`src/rtl/mips_cpu_alu_ctrl.sv`:
```
// Issue controller between decode and mips_cpu_ALU: maps funct/opcode to the ALU op,
// waits one cycle for the falling-edge ALU result, flags signed overflow and returns it.
module mips_cpu_alu_ctrl (
  input  logic        clk,
  input  logic        reset_n,
  input  logic        in_valid,
  output logic        in_ready,
  input  logic [31:0] instr,
  input  logic [31:0] rs_val,
  input  logic [31:0] rt_val,
  output logic [4:0]  alu_op,
  output logic [31:0] alu_a,
  output logic [31:0] alu_b,
  output logic [4:0]  alu_sa,
  input  logic [31:0] alu_result,
  input  logic        alu_zero,
  output logic        out_valid,
  input  logic        out_ready,
  output logic [31:0] out_result,
  output logic        out_zero,
  output logic [4:0]  out_dest,
  output logic        out_we,
  output logic        out_ovf,
  output logic        out_illegal
);

  typedef enum logic [1:0] {ST_IDLE = 2'd0, ST_EXEC = 2'd1, ST_DONE = 2'd2} state_t;

  localparam logic [1:0] KIND_NONE = 2'd0;
  localparam logic [1:0] KIND_ADD  = 2'd1;
  localparam logic [1:0] KIND_SUB  = 2'd2;

  state_t      r_state;
  logic [4:0]  r_dest;
  logic [1:0]  r_kind;

  logic        w_legal;
  logic [4:0]  w_op;
  logic [31:0] w_b;
  logic [4:0]  w_sa;
  logic [4:0]  w_dest;
  logic [1:0]  w_kind;
  logic [31:0] w_imm_se;
  logic [31:0] w_imm_ze;
  logic        w_accept;
  logic        w_ovf;
  logic        w_unused_rs;

  assign w_imm_se    = {{16{instr[15]}}, instr[15:0]};
  assign w_imm_ze    = {16'h0000, instr[15:0]};
  // The rs field is already resolved into rs_val by the register file.
  assign w_unused_rs = ^instr[25:21];
  assign in_ready    = reset_n && ((r_state == ST_IDLE) || ((r_state == ST_DONE) && out_ready));
  assign w_accept    = in_valid && in_ready;

  // Decode the incoming instruction into ALU op, b operand, shift amount and destination.
  always_comb begin
    w_legal = 1'b1;
    w_op    = 5'd0;
    w_b     = 32'd0;
    w_sa    = 5'd0;
    w_dest  = 5'd0;
    w_kind  = KIND_NONE;
    if (instr[31:26] == 6'h00) begin
      w_b    = rt_val;
      w_sa   = instr[10:6];
      w_dest = instr[15:11];
      case (instr[5:0])
        6'h00:   w_op = 5'd6;
        6'h02:   w_op = 5'd7;
        6'h03:   w_op = 5'd8;
        6'h04:   w_op = 5'd9;
        6'h06:   w_op = 5'd10;
        6'h07:   w_op = 5'd11;
        6'h20:   begin w_op = 5'd2; w_kind = KIND_ADD; end
        6'h21:   w_op = 5'd2;
        6'h22:   begin w_op = 5'd3; w_kind = KIND_SUB; end
        6'h23:   w_op = 5'd3;
        6'h24:   w_op = 5'd0;
        6'h25:   w_op = 5'd1;
        6'h26:   w_op = 5'd5;
        6'h2A:   w_op = 5'd4;
        6'h2B:   w_op = 5'd13;
        default: w_legal = 1'b0;
      endcase
    end else begin
      w_dest = instr[20:16];
      case (instr[31:26])
        6'h08:   begin w_op = 5'd2;  w_b = w_imm_se; w_kind = KIND_ADD; end
        6'h09:   begin w_op = 5'd2;  w_b = w_imm_se; end
        6'h0A:   begin w_op = 5'd4;  w_b = w_imm_se; end
        6'h0B:   begin w_op = 5'd13; w_b = w_imm_se; end
        6'h0C:   begin w_op = 5'd0;  w_b = w_imm_ze; end
        6'h0D:   begin w_op = 5'd1;  w_b = w_imm_ze; end
        6'h0E:   begin w_op = 5'd5;  w_b = w_imm_ze; end
        6'h0F:   begin w_op = 5'd12; w_b = w_imm_ze; end
        default: w_legal = 1'b0;
      endcase
    end
  end

  // Signed overflow of the issued add/sub, judged from the held operands and the ALU result.
  always_comb begin
    w_ovf = 1'b0;
    case (r_kind)
      KIND_ADD: w_ovf = (alu_a[31] == alu_b[31]) && (alu_result[31] != alu_a[31]);
      KIND_SUB: w_ovf = (alu_a[31] != alu_b[31]) && (alu_result[31] != alu_a[31]);
      default:  w_ovf = 1'b0;
    endcase
  end

  // Issue FSM; ALU inputs only move on an accepting edge so the negedge sample is stable.
  always_ff @(posedge clk) begin
    if (!reset_n) begin
      r_state     <= ST_IDLE;
      r_dest      <= 5'd0;
      r_kind      <= KIND_NONE;
      alu_op      <= 5'd0;
      alu_a       <= 32'd0;
      alu_b       <= 32'd0;
      alu_sa      <= 5'd0;
      out_valid   <= 1'b0;
      out_result  <= 32'd0;
      out_zero    <= 1'b0;
      out_dest    <= 5'd0;
      out_we      <= 1'b0;
      out_ovf     <= 1'b0;
      out_illegal <= 1'b0;
    end else if (w_accept) begin
      if (w_legal) begin
        alu_op    <= w_op;
        alu_a     <= rs_val;
        alu_b     <= w_b;
        alu_sa    <= w_sa;
        r_dest    <= w_dest;
        r_kind    <= w_kind;
        out_valid <= 1'b0;
        r_state   <= ST_EXEC;
      end else begin
        out_valid   <= 1'b1;
        out_result  <= 32'd0;
        out_zero    <= 1'b0;
        out_dest    <= 5'd0;
        out_we      <= 1'b0;
        out_ovf     <= 1'b0;
        out_illegal <= 1'b1;
        r_state     <= ST_DONE;
      end
    end else begin
      case (r_state)
        ST_EXEC: begin
          out_result  <= alu_result;
          out_zero    <= alu_zero;
          out_dest    <= r_dest;
          out_ovf     <= w_ovf;
          out_we      <= !w_ovf && (r_dest != 5'd0);
          out_illegal <= 1'b0;
          out_valid   <= 1'b1;
          r_state     <= ST_DONE;
        end
        ST_DONE: begin
          if (out_ready) begin
            out_valid <= 1'b0;
            r_state   <= ST_IDLE;
          end else begin
            r_state   <= ST_DONE;
          end
        end
        ST_IDLE: r_state <= ST_IDLE;
        default: r_state <= ST_IDLE;
      endcase
    end
  end

endmodule

```
`config.mk`:
```
export PLATFORM = sky130hd
export DESIGN_NAME = mips_cpu_alu_ctrl
export DESIGN_NICKNAME = d
export VERILOG_FILES = /design/src/rtl/mips_cpu_alu_ctrl.sv
export SDC_FILE = /design/constraint.sdc
export NUM_CORES = 1
export LEC_CHECK = 0
export CELL_PAD_IN_SITES_DETAIL_PLACEMENT = 1
export CELL_PAD_IN_SITES_GLOBAL_PLACEMENT = 1
export CORE_MARGIN = 5
export CORE_UTILIZATION = 45
export DETAILED_ROUTE_END_ITERATION = 7
export DONT_BUFFER_PORTS = 1
export PLACE_DENSITY = 0.83
export SLEW_MARGIN = 40
export SYNTH_ARGS = -nofsm -noshare
export SYNTH_HDL_FRONTEND = slang
export SYNTH_SLANG_ARGS = --single-unit
```
`constraint.sdc`:
```
create_clock -name clk -period 2.4 [get_ports clk]
set_input_delay 0.24 -clock clk [delete_from_list [all_inputs] [get_ports clk]]
set_output_delay 0.24 -clock clk [all_outputs]
set_load 0.1 [all_outputs]
```
==> results by group, run 1 <==
Status
  – Status: complete, no violations

Power and ir drop
  – Psw: between 1 and 1.5 mW
  – Sequential power share: 0.387
  – Switch share: 0.2581
  – Leak: between 2 and 3 nW
  – Total power: 5.441 mW
  – Total power per unit cell area: 735.5 nW/µm²
  – Worst VDD drop: 0.4869 mV
  – Clock power frac: 0.511
  – Pint: 4.036 mW
  – Logic pwr share: 0.102

Timing
  – Slew Limit Headroom: 0.6504
  – Final period utilization: 0.9863
  – Hold Fails Final Rpt: 0
  – Max frequency: 0.4225 GHz
  – Minimum clock period: 2.367 ns
  – Worst Max-Slew Pin Slew: 0.5195 ns
  – Clock Skews: 0.009596 ns
  – Slew Limit Fails: 0
  – Setup ws final: about 0.033 ns
  – Endpoints failing setup: 0

Critical path
  – CP Max Fanout: 31
  – Worst EP arrival: 2.70 ns
  – R2R depth: 9
  – CP startpoint kind: flip-flop
  – Worst Path Required: 2.73 ns
  – Capturing point of the worst reg2reg path: r_dest[3]
  – CP Capture Type: flip-flop
  – R2R Setup Slk: roughly 0.033 ns
  – Critical path class: flip-flop to flip-flop
  – Critical R2R Launch: r_state[0]

Yosys
  – Synth Area in Compound Gates: 0.2905
  – Synth Instances: 559
  – Post-synth ARST share: 0
  – Number of synthesized flops with an enable pin: 0
  – Synth Register Bits: 124
  – Register area share after synthesis: 0.4860
  – Syn Nets: 696
  – Avg Inst Size Synth: about 9 µm²
  – Post-synthesis adder-cell area fraction: 0.009799
  – Simple-gate portion of the synthesized area: 0.1342
  – Synth Area in XOR/XNOR: 0.006859
  – Largest family of logic cells by synthesized area: compound AO/OA/AOI/OAI gates
  – Mux cell area share after synthesis: 0.01372
  – Primary FF master, synth: dfxtp_1
  – Yosys warnings: 0
  – Synth Cell Area: 5107 µm²
  – Synth unique cells: 49

Place
  – DP HPWL: approximately 12,000 µm
  – Pre-CTS WS: 0.05741 ns
  – Final Wtd Congestion: 0.7999
  – Port Buf Inserts: 0

Drt
  – Antenna-violating nets left: 0
  – Via density: around 6.3
  – Routed length per instance: 26.28 µm
  – Routed WL: 22,860 µm
  – Post-route DRC: 0
  – Via Count: 5,470
  – DR iter-0 viols: roughly 320
  – First-pass iteration count of the detailed router: 5

Min path
  – Hold path startpoint: rs_val[22]
  – Hold Path End: alu_a[22]
  – Hold depth: 2
  – Hold WC Path Type: input pin to flip-flop

Floorplanning
  – I/O pins: between 200 and 300
  – Row count: 39
  – Die Span X: roughly 120 µm
  – Initial Util: 0.4531
  – DIE HEIGHT: 116.5 µm
  – Core area: 11,270 µm²
  – Die ar.: 13,580 µm²

Clock tree
  – CTS tree: done
  – Clock buffer depth: 2
  – CTS root buffer: clkbuf_16
  – Clk sinks: between 100 and 150
  – H-Tree Depth: 4
  – CTS clk-pin slew, worst paths: roughly 0.06 ns
  – CTS buffer count: 17
  – Worst skew pair latency: ~0.43 ns

Global route
  – First-pass GRT wire length: between 30,000 and 40,000 µm
  – Largest net degree at the start of global routing: 63
  – Tot GR Track Use: 0.3181
  – Grt met3 use: 0.1005
  – Gr busiest metal: met2
  – GR Overflow Total: 0
  – Number of antenna violations at the first check in global routing: 1
  – Met2 global-route usage: 0.5908
  – Met1 usage: 0.3390
  – Vias in the first global route: slightly below 6,000

Finish
  – Area Overhead vs Synth: 44.83%
  – Final nets: 850
  – Filler instances: around 1,200
  – Layout cells sized above 1: 0.2452

Job
  – Max Cap Viol: 0
[power groups by stage]
stage / clock [mW] / combinational, mW / sequential, mW
final: 2.78 / 0.556 / 2.10
after global routing: 2.90 / 0.576 / 2.11
after floorplan: 0 / 0.180 / 2.34
after global placement: 0 / 0.436 / 2.14
after detailed placement: 0 / 0.449 / 2.15
after CTS: 2.76 / 0.535 / 2.10
[per-stage QoR]
stage	instance area (µm²)	util	setup TNS, ns	instances	hold WS, ns
4_1_cts	7347	0.6518	0	866	0.001945
2_1_floorplan	5107	-	0	559	0.3655
5_1_grt	7397	0.6562	-0.3912	870	0.005252
3_3_place_gp	6097	0.5409	0	773	0.3669
3_5_place_dp	6097	0.5409	0	773	0.3708
6_report	7397	0.6562	0	870	0.01150
[synthesized netlist by cell type, types with 4 or more instances]
library cell    n  area share
a211oi_1       37       0.054
a22o_1         39       0.067
nor2_1          7      0.0051
nand3_1        42       0.041
nor3_1         41       0.040
ha_1            4      0.0098
o21ai_0        35       0.034
o211ai_1        6      0.0088
a21oi_1        62       0.061
buf_4           4      0.0059
buf_2           9      0.0088
a22oi_1        15       0.022
nand2_1        16       0.012
dfxtp_1       124        0.49
inv_1           5      0.0037
clkbuf_1       47       0.035
mux2i_1         7       0.014
[per-layer routing]
metal  vias to the layer above  part of all wire
met2                       279              0.53
met5                         -                 0
met1                      2739              0.36
li1                       2397                 -
met4                         0             0.025
met3                        55             0.087
[placed cells by master (no fill, tap or decap), types with 4 or more instances in the layout]
cell,count
inv_1,5
a211oi_1,36
bufinv_16,4
a22o_1,39
nor2_1,7
o211ai_1,6
nor3_1,40
dfxtp_1,124
clkinv_4,4
mux2i_1,7
nand3_1,41
o21ai_0,35
buf_12,5
dlygate4sd3_1,61
buf_4,129
a21oi_1,62
nand2_1,16
clkbuf_16,18
a22oi_1,15
[sequential cells by signal, indices dropped and copies added (netlist names)]
| register | count |
|---|---|
| alu_a | 32 |
| alu_b | 32 |
| out_result | 32 |
| alu_sa | 5 |
| out_dest | 5 |
| r_dest | 5 |
| alu_op | 4 |
| r_kind | 2 |
| r_state | 2 |
| out_illegal | 1 |
| out_ovf | 1 |
| out_valid | 1 |
| out_we | 1 |
| out_zero | 1 |
[what timing repair did]
action	4_1_cts	5_1_grt
hold buffers	61	0
buffers inserted	0	2
pin swaps	0	2
hold endpoints to repair	63	0
gates resized for setup	1	5
gates cloned	0	1
endpoints found under the setup margin	1	68
[cell type report]
cell class / count / area (µm²) / area share
well taps: 143 / 178.9 / 0.02419
flip-flops and latches: 124 / 2482 / 0.3356
clock buffers: 19 / 442.9 / 0.05988
diodes: 1 / 2.502 / 0.0003383
repair buffers: 197 / 1715 / 0.2319
inverters: 6 / 22.52 / 0.003045
multi-input cells: 367 / 2361 / 0.3192
clock inverters: 13 / 191.4 / 0.02588
[cells by family (layout without fill, tap and decap cells)]
family,count (synthesis),in the layout
other,1,2
xor gates and xnor gates,4,4
and+or+nand+nor,133,133
muxes,7,7
buffers and inverters,68,235
DFF,124,124
AOI/OAI and AO/OA,218,218
adders and majority gates,4,4
[how the worst max path moves through the flow]
stage / start / depth (start not counted) / endpoint / slack [ns]
6_report: r_state[0] / 9 / r_dest[3] / 0.03
5_1_grt: r_state[0] / 9 / alu_b[3] / -0.08
4_1_cts: r_state[0] / 8 / alu_b[24] / 0.09
3_5_place_dp: instr[31] / 6 / alu_a[29] / 0.06
3_3_place_gp: instr[31] / 6 / alu_a[19] / 0.12
2_1_floorplan: instr[31] / 8 / r_dest[3] / 0.20
[worst max-delay path, cell delays in order, from the launching register on]
cell and delay (ns):
dfxtp_1 0.33, inv_1 0.11, ha_2 0.23, a21o_1 0.26, nand3_4 0.17, a2111oi_4 0.39
buf_4 0.19, buf_6 0.26, nor3_1 0.10, a211oi_2 0.23
No activity file was read; power rests on OpenSTA's default activity.
==> run 2, diff against run 1 <==
--- a/config.mk
+++ b/config.mk
@@ -7,7 +7,6 @@
 export LEC_CHECK = 0
 export CELL_PAD_IN_SITES_DETAIL_PLACEMENT = 1
 export CELL_PAD_IN_SITES_GLOBAL_PLACEMENT = 1
-export CORE_MARGIN = 5
 export CORE_UTILIZATION = 45
 export DETAILED_ROUTE_END_ITERATION = 7
 export DONT_BUFFER_PORTS = 1
==> constraint.sdc (replaced) <==
create_clock -name clk -period 2.5 [get_ports clk]
set_input_delay 0.25 -clock clk [delete_from_list [all_inputs] [get_ports clk]]
set_output_delay 0.25 -clock clk [all_outputs]
set_load 0.1 [all_outputs]
==> run 2 against run 1 <==
Utilization shrank 0.20 points. Clock skew decreased by 0.0040 ns. Maximum frequency about the same. Worst setup slack improved by 0.10 ns. Clock-buffer cell count grew 4. Routed wire length shrank 8.4%. First-iteration DRC count decreased by 10%. Cell count fell by 2.2%. Largest cell class unchanged.
==> results by group, run 2 (same netlist as run 1, synthesis figures left out) <==
Global route
  – First-pass GRT wire length: 30,000 µm (was 33,100 µm)
  – GR Overflow Total: 0 (unchanged)
  – Number of antenna violations at the first check in global routing: 1 (unchanged)
  – Largest net degree at the start of global routing: 58 (was 63)
  – Met2 global-route usage: 0.5940 (was 0.5908)
  – Grt met3 use: 0.1103 (was 0.1005)
  – Met1 usage: 0.3623 (was 0.3390)
  – Tot GR Track Use: 0.3407 (was 0.3181)
  – Gr busiest metal: met2 (unchanged)
  – Vias in the first global route: 5,460 (was 5,777)

Clock tree
  – Clk sinks: 124 (unchanged)
  – CTS clk-pin slew, worst paths: 0.06 ns (about the same)
  – Worst skew pair latency: 0.41 ns (was 0.43 ns)
  – CTS root buffer: clkbuf_16 (unchanged)
  – Clock buffer depth: 2 (unchanged)
  – CTS buffer count: 17 (unchanged)
  – CTS tree: done (unchanged)
  – H-Tree Depth: 4 (unchanged)

Timing
  – Minimum clock period: 2.365 ns (was 2.367 ns)
  – Hold Fails Final Rpt: 0 (unchanged)
  – Endpoints failing setup: 0 (unchanged)
  – Final period utilization: 0.9461 (was 0.9863)
  – Max frequency: 0.4228 GHz (was 0.4225 GHz)
  – RSZ-0062 raised after global routing: no
  – Slew Limit Headroom: 0.5259 (was 0.6504)
  – Clock Skews: 0.005572 ns (was 0.009596 ns)
  – Slew Limit Fails: 0 (unchanged)
  – Worst Max-Slew Pin Slew: 0.7081 ns (was 0.5195 ns)
  – Setup tns final: 0 ns (unchanged)
  – Setup ws final: 0.1348 ns (was 0.03296 ns)

Floorplanning
  – Initial Util: 0.4670 (was 0.4531)
  – Core area: 10,940 µm² (was 11,270 µm²)
  – Die Span X: 108.5 µm (was 116.5 µm)
  – I/O pins: 250 (unchanged)
  – Die ar.: 11,780 µm² (was 13,580 µm²)
  – Row count: 38 (was 39)
  – DIE HEIGHT: 108.5 µm (was 116.5 µm)

Place
  – Port Buf Inserts: 0 (unchanged)
  – Pre-CTS WS: 0.06738 ns (was 0.05741 ns)
  – Final Wtd Congestion: 0.8217 (was 0.7999)
  – DP HPWL: 11,640 µm (was 12,470 µm)

Critical path
  – CP Max Fanout: 40 (was 31)
  – Critical path class: flip-flop to flip-flop (unchanged)
  – CP Capture Type: flip-flop (unchanged)
  – R2R Setup Slk: 0.13 ns (was 0.03 ns)
  – Worst Path Required: 2.79 ns (was 2.73 ns)
  – R2R depth: 9 (unchanged)
  – CP peak stage delay: 0.35 ns (was 0.39 ns)
  – CP delay by family, top: compound AO/OA/AOI/OAI gates (unchanged)
  – Worst EP arrival: 2.65 ns (was 2.70 ns)
  – Critical R2R Launch: r_state[0] (unchanged)
  – Capturing point of the worst reg2reg path: alu_b[30] (was r_dest[3])
  – Crit path buf inv count: 3 (unchanged)
  – Critical path's slowest cell: a2111oi_4 (unchanged)
  – CP startpoint kind: flip-flop (unchanged)
  – Critical path cell sequence: inv_1, ha_2, a21o_1, nand3_1, a2111oi_4, buf_4, buf_12, nor3_1, a211oi_1 (was inv_1, ha_2, a21o_1, nand3_4, a2111oi_4, buf_4, buf_6, nor3_1, a211oi_2)

Drt
  – First-pass iteration count of the detailed router: 5 (unchanged)
  – Antenna-violating nets left: 0 (unchanged)
  – Routed length per instance: 24.61 µm (was 26.28 µm)
  – Routed WL: 20,940 µm (was 22,860 µm)
  – DR iter-0 viols: 288 (was 321)
  – Via density: 6.268 (was 6.287)
  – Post-route DRC: 0 (unchanged)
  – Via Count: 5,334 (was 5,470)

Min path
  – Hold Path End: alu_a[1] (was alu_a[22])
  – Hold depth: 2 (unchanged)
  – Hold WC Path Type: input pin to flip-flop (unchanged)
  – Hold path startpoint: rs_val[1] (was rs_val[22])

Power and ir drop
  – Switch share: 0.2526 (was 0.2581)
  – Clock power frac: 0.491 (was 0.511)
  – Logic pwr share: 0.103 (was 0.102)
  – Sequential power share: 0.406 (was 0.387)
  – Total power per unit cell area: 695.0 nW/µm² (was 735.5 nW/µm²)
  – Worst VDD drop: 0.5081 mV (was 0.4869 mV)
  – Psw: 1.256 mW (was 1.404 mW)
  – Leak: 2.818 nW (was 2.901 nW)
  – Pint: 3.716 mW (was 4.036 mW)

Finish
  – Top Registers: alu_a x32, alu_b x32, out_result x32 (unchanged)
  – Final nets: 836 (was 850)
  – Area Overhead vs Synth: 40.08% (was 44.83%)
  – Commonest non-fill, non-tap cells in the layout: 132 x buf_4, 124 x dfxtp_1, 62 x a21oi_1 (was 129 x buf_4, 124 x dfxtp_1, 62 x a21oi_1)
  – Commonest non-fill, non-tap cell in the layout: buf_4 (unchanged)
  – Layout cells sized above 1: 0.2465 (was 0.2452)

Job
  – Max Cap Viol: 0 (unchanged)

Status
  – Status: complete, no violations (unchanged)
==> run 2: changes by cell type in the layout (fill, tap and decap cells not counted), moves of 2 or more <==
| cell | change |
|---|---|
| dlygate4sd3_1 | -15 |
| buf_4 | +3 |
| clkbuf_8 | +3 |
| clkinv_2 | +3 |
| clkinv_4 | -3 |
| clkinvlp_4 | -3 |
| bufinv_16 | -2 |
==> run 2: how the worst max path moves through the flow <==
stage,cells past startpoint,endpoint,startpoint,slack [ns]
after floorplan,8,r_dest[3],instr[31],0.29
after global placement,6,alu_op[3],instr[31],0.23
after detailed placement,6,alu_b[13],instr[31],0.07
after CTS,8,alu_b[13],r_state[0],0.23
after global routing,9,alu_b[30],r_state[0],0.02
final,9,alu_b[30],r_state[0],0.13
==> run 2: what timing repair did <==
action                                  CTS  global route
resized for setup                         0             2
endpoints found under the setup margin    0             6
hold buffers                             45             1
buffers inserted                          0             1
hold endpoints to repair                 47             1
==> run 2: power groups by stage <==
stage / logic, mW / clock network [mW] / registers, mW
after floorplan: 0.172 / 0 / 2.24
after global placement: 0.421 / 0 / 2.06
after detailed placement: 0.433 / 0 / 2.06
after CTS: 0.495 / 2.42 / 2.02
after global routing: 0.529 / 2.54 / 2.02
final: 0.510 / 2.44 / 2.02
==> run 2: area by class of cell <==
type                            instances  area, µm²
Clock inverter                          7      88.84
Tap cell                              140      175.2
Antenna cell                            1      2.502
Fill cell                            1184       3781
Multi-Input combinational cell        367       2344
Sequential cell                       124       2482
Clock buffer                           23      488.0
Inverter                                6      22.52
Timing Repair Buffer                  183       1551
==> run 2: per-layer routing <==
metal	vias up	share of wire
li1	2372	-
met1	2640	0.38
met2	260	0.50
met3	62	0.083
met4	0	0.035
met5	-	0
==> run 2: stage by stage <==
stage / util / instance area (µm²) / std cells / power [mW] / hold slack [ns]
detailed placement: 0.5581 / 6103 / 773 / 2.492 / 0.3808
floorplan: - / 5107 / 559 / 2.414 / 0.3755
finish: 0.6542 / 7154 / 851 / 4.973 / 0.01582
CTS: 0.6521 / 7131 / 848 / 4.935 / 0.002268
global placement: 0.5581 / 6103 / 773 / 2.479 / 0.3726
global route: 0.6542 / 7154 / 851 / 5.092 / 0.004494
==> run 3, diff against run 2 <==
--- a/config.mk
+++ b/config.mk
@@ -11,6 +11,7 @@
 export DETAILED_ROUTE_END_ITERATION = 7
 export DONT_BUFFER_PORTS = 1
 export PLACE_DENSITY = 0.83
+export SETUP_SLACK_MARGIN = 0.02
 export SLEW_MARGIN = 40
 export SYNTH_ARGS = -nofsm -noshare
 export SYNTH_HDL_FRONTEND = slang
==> results of run 3 <==
Same layout as run 2 (identical final DEF). Status: complete, no violations.
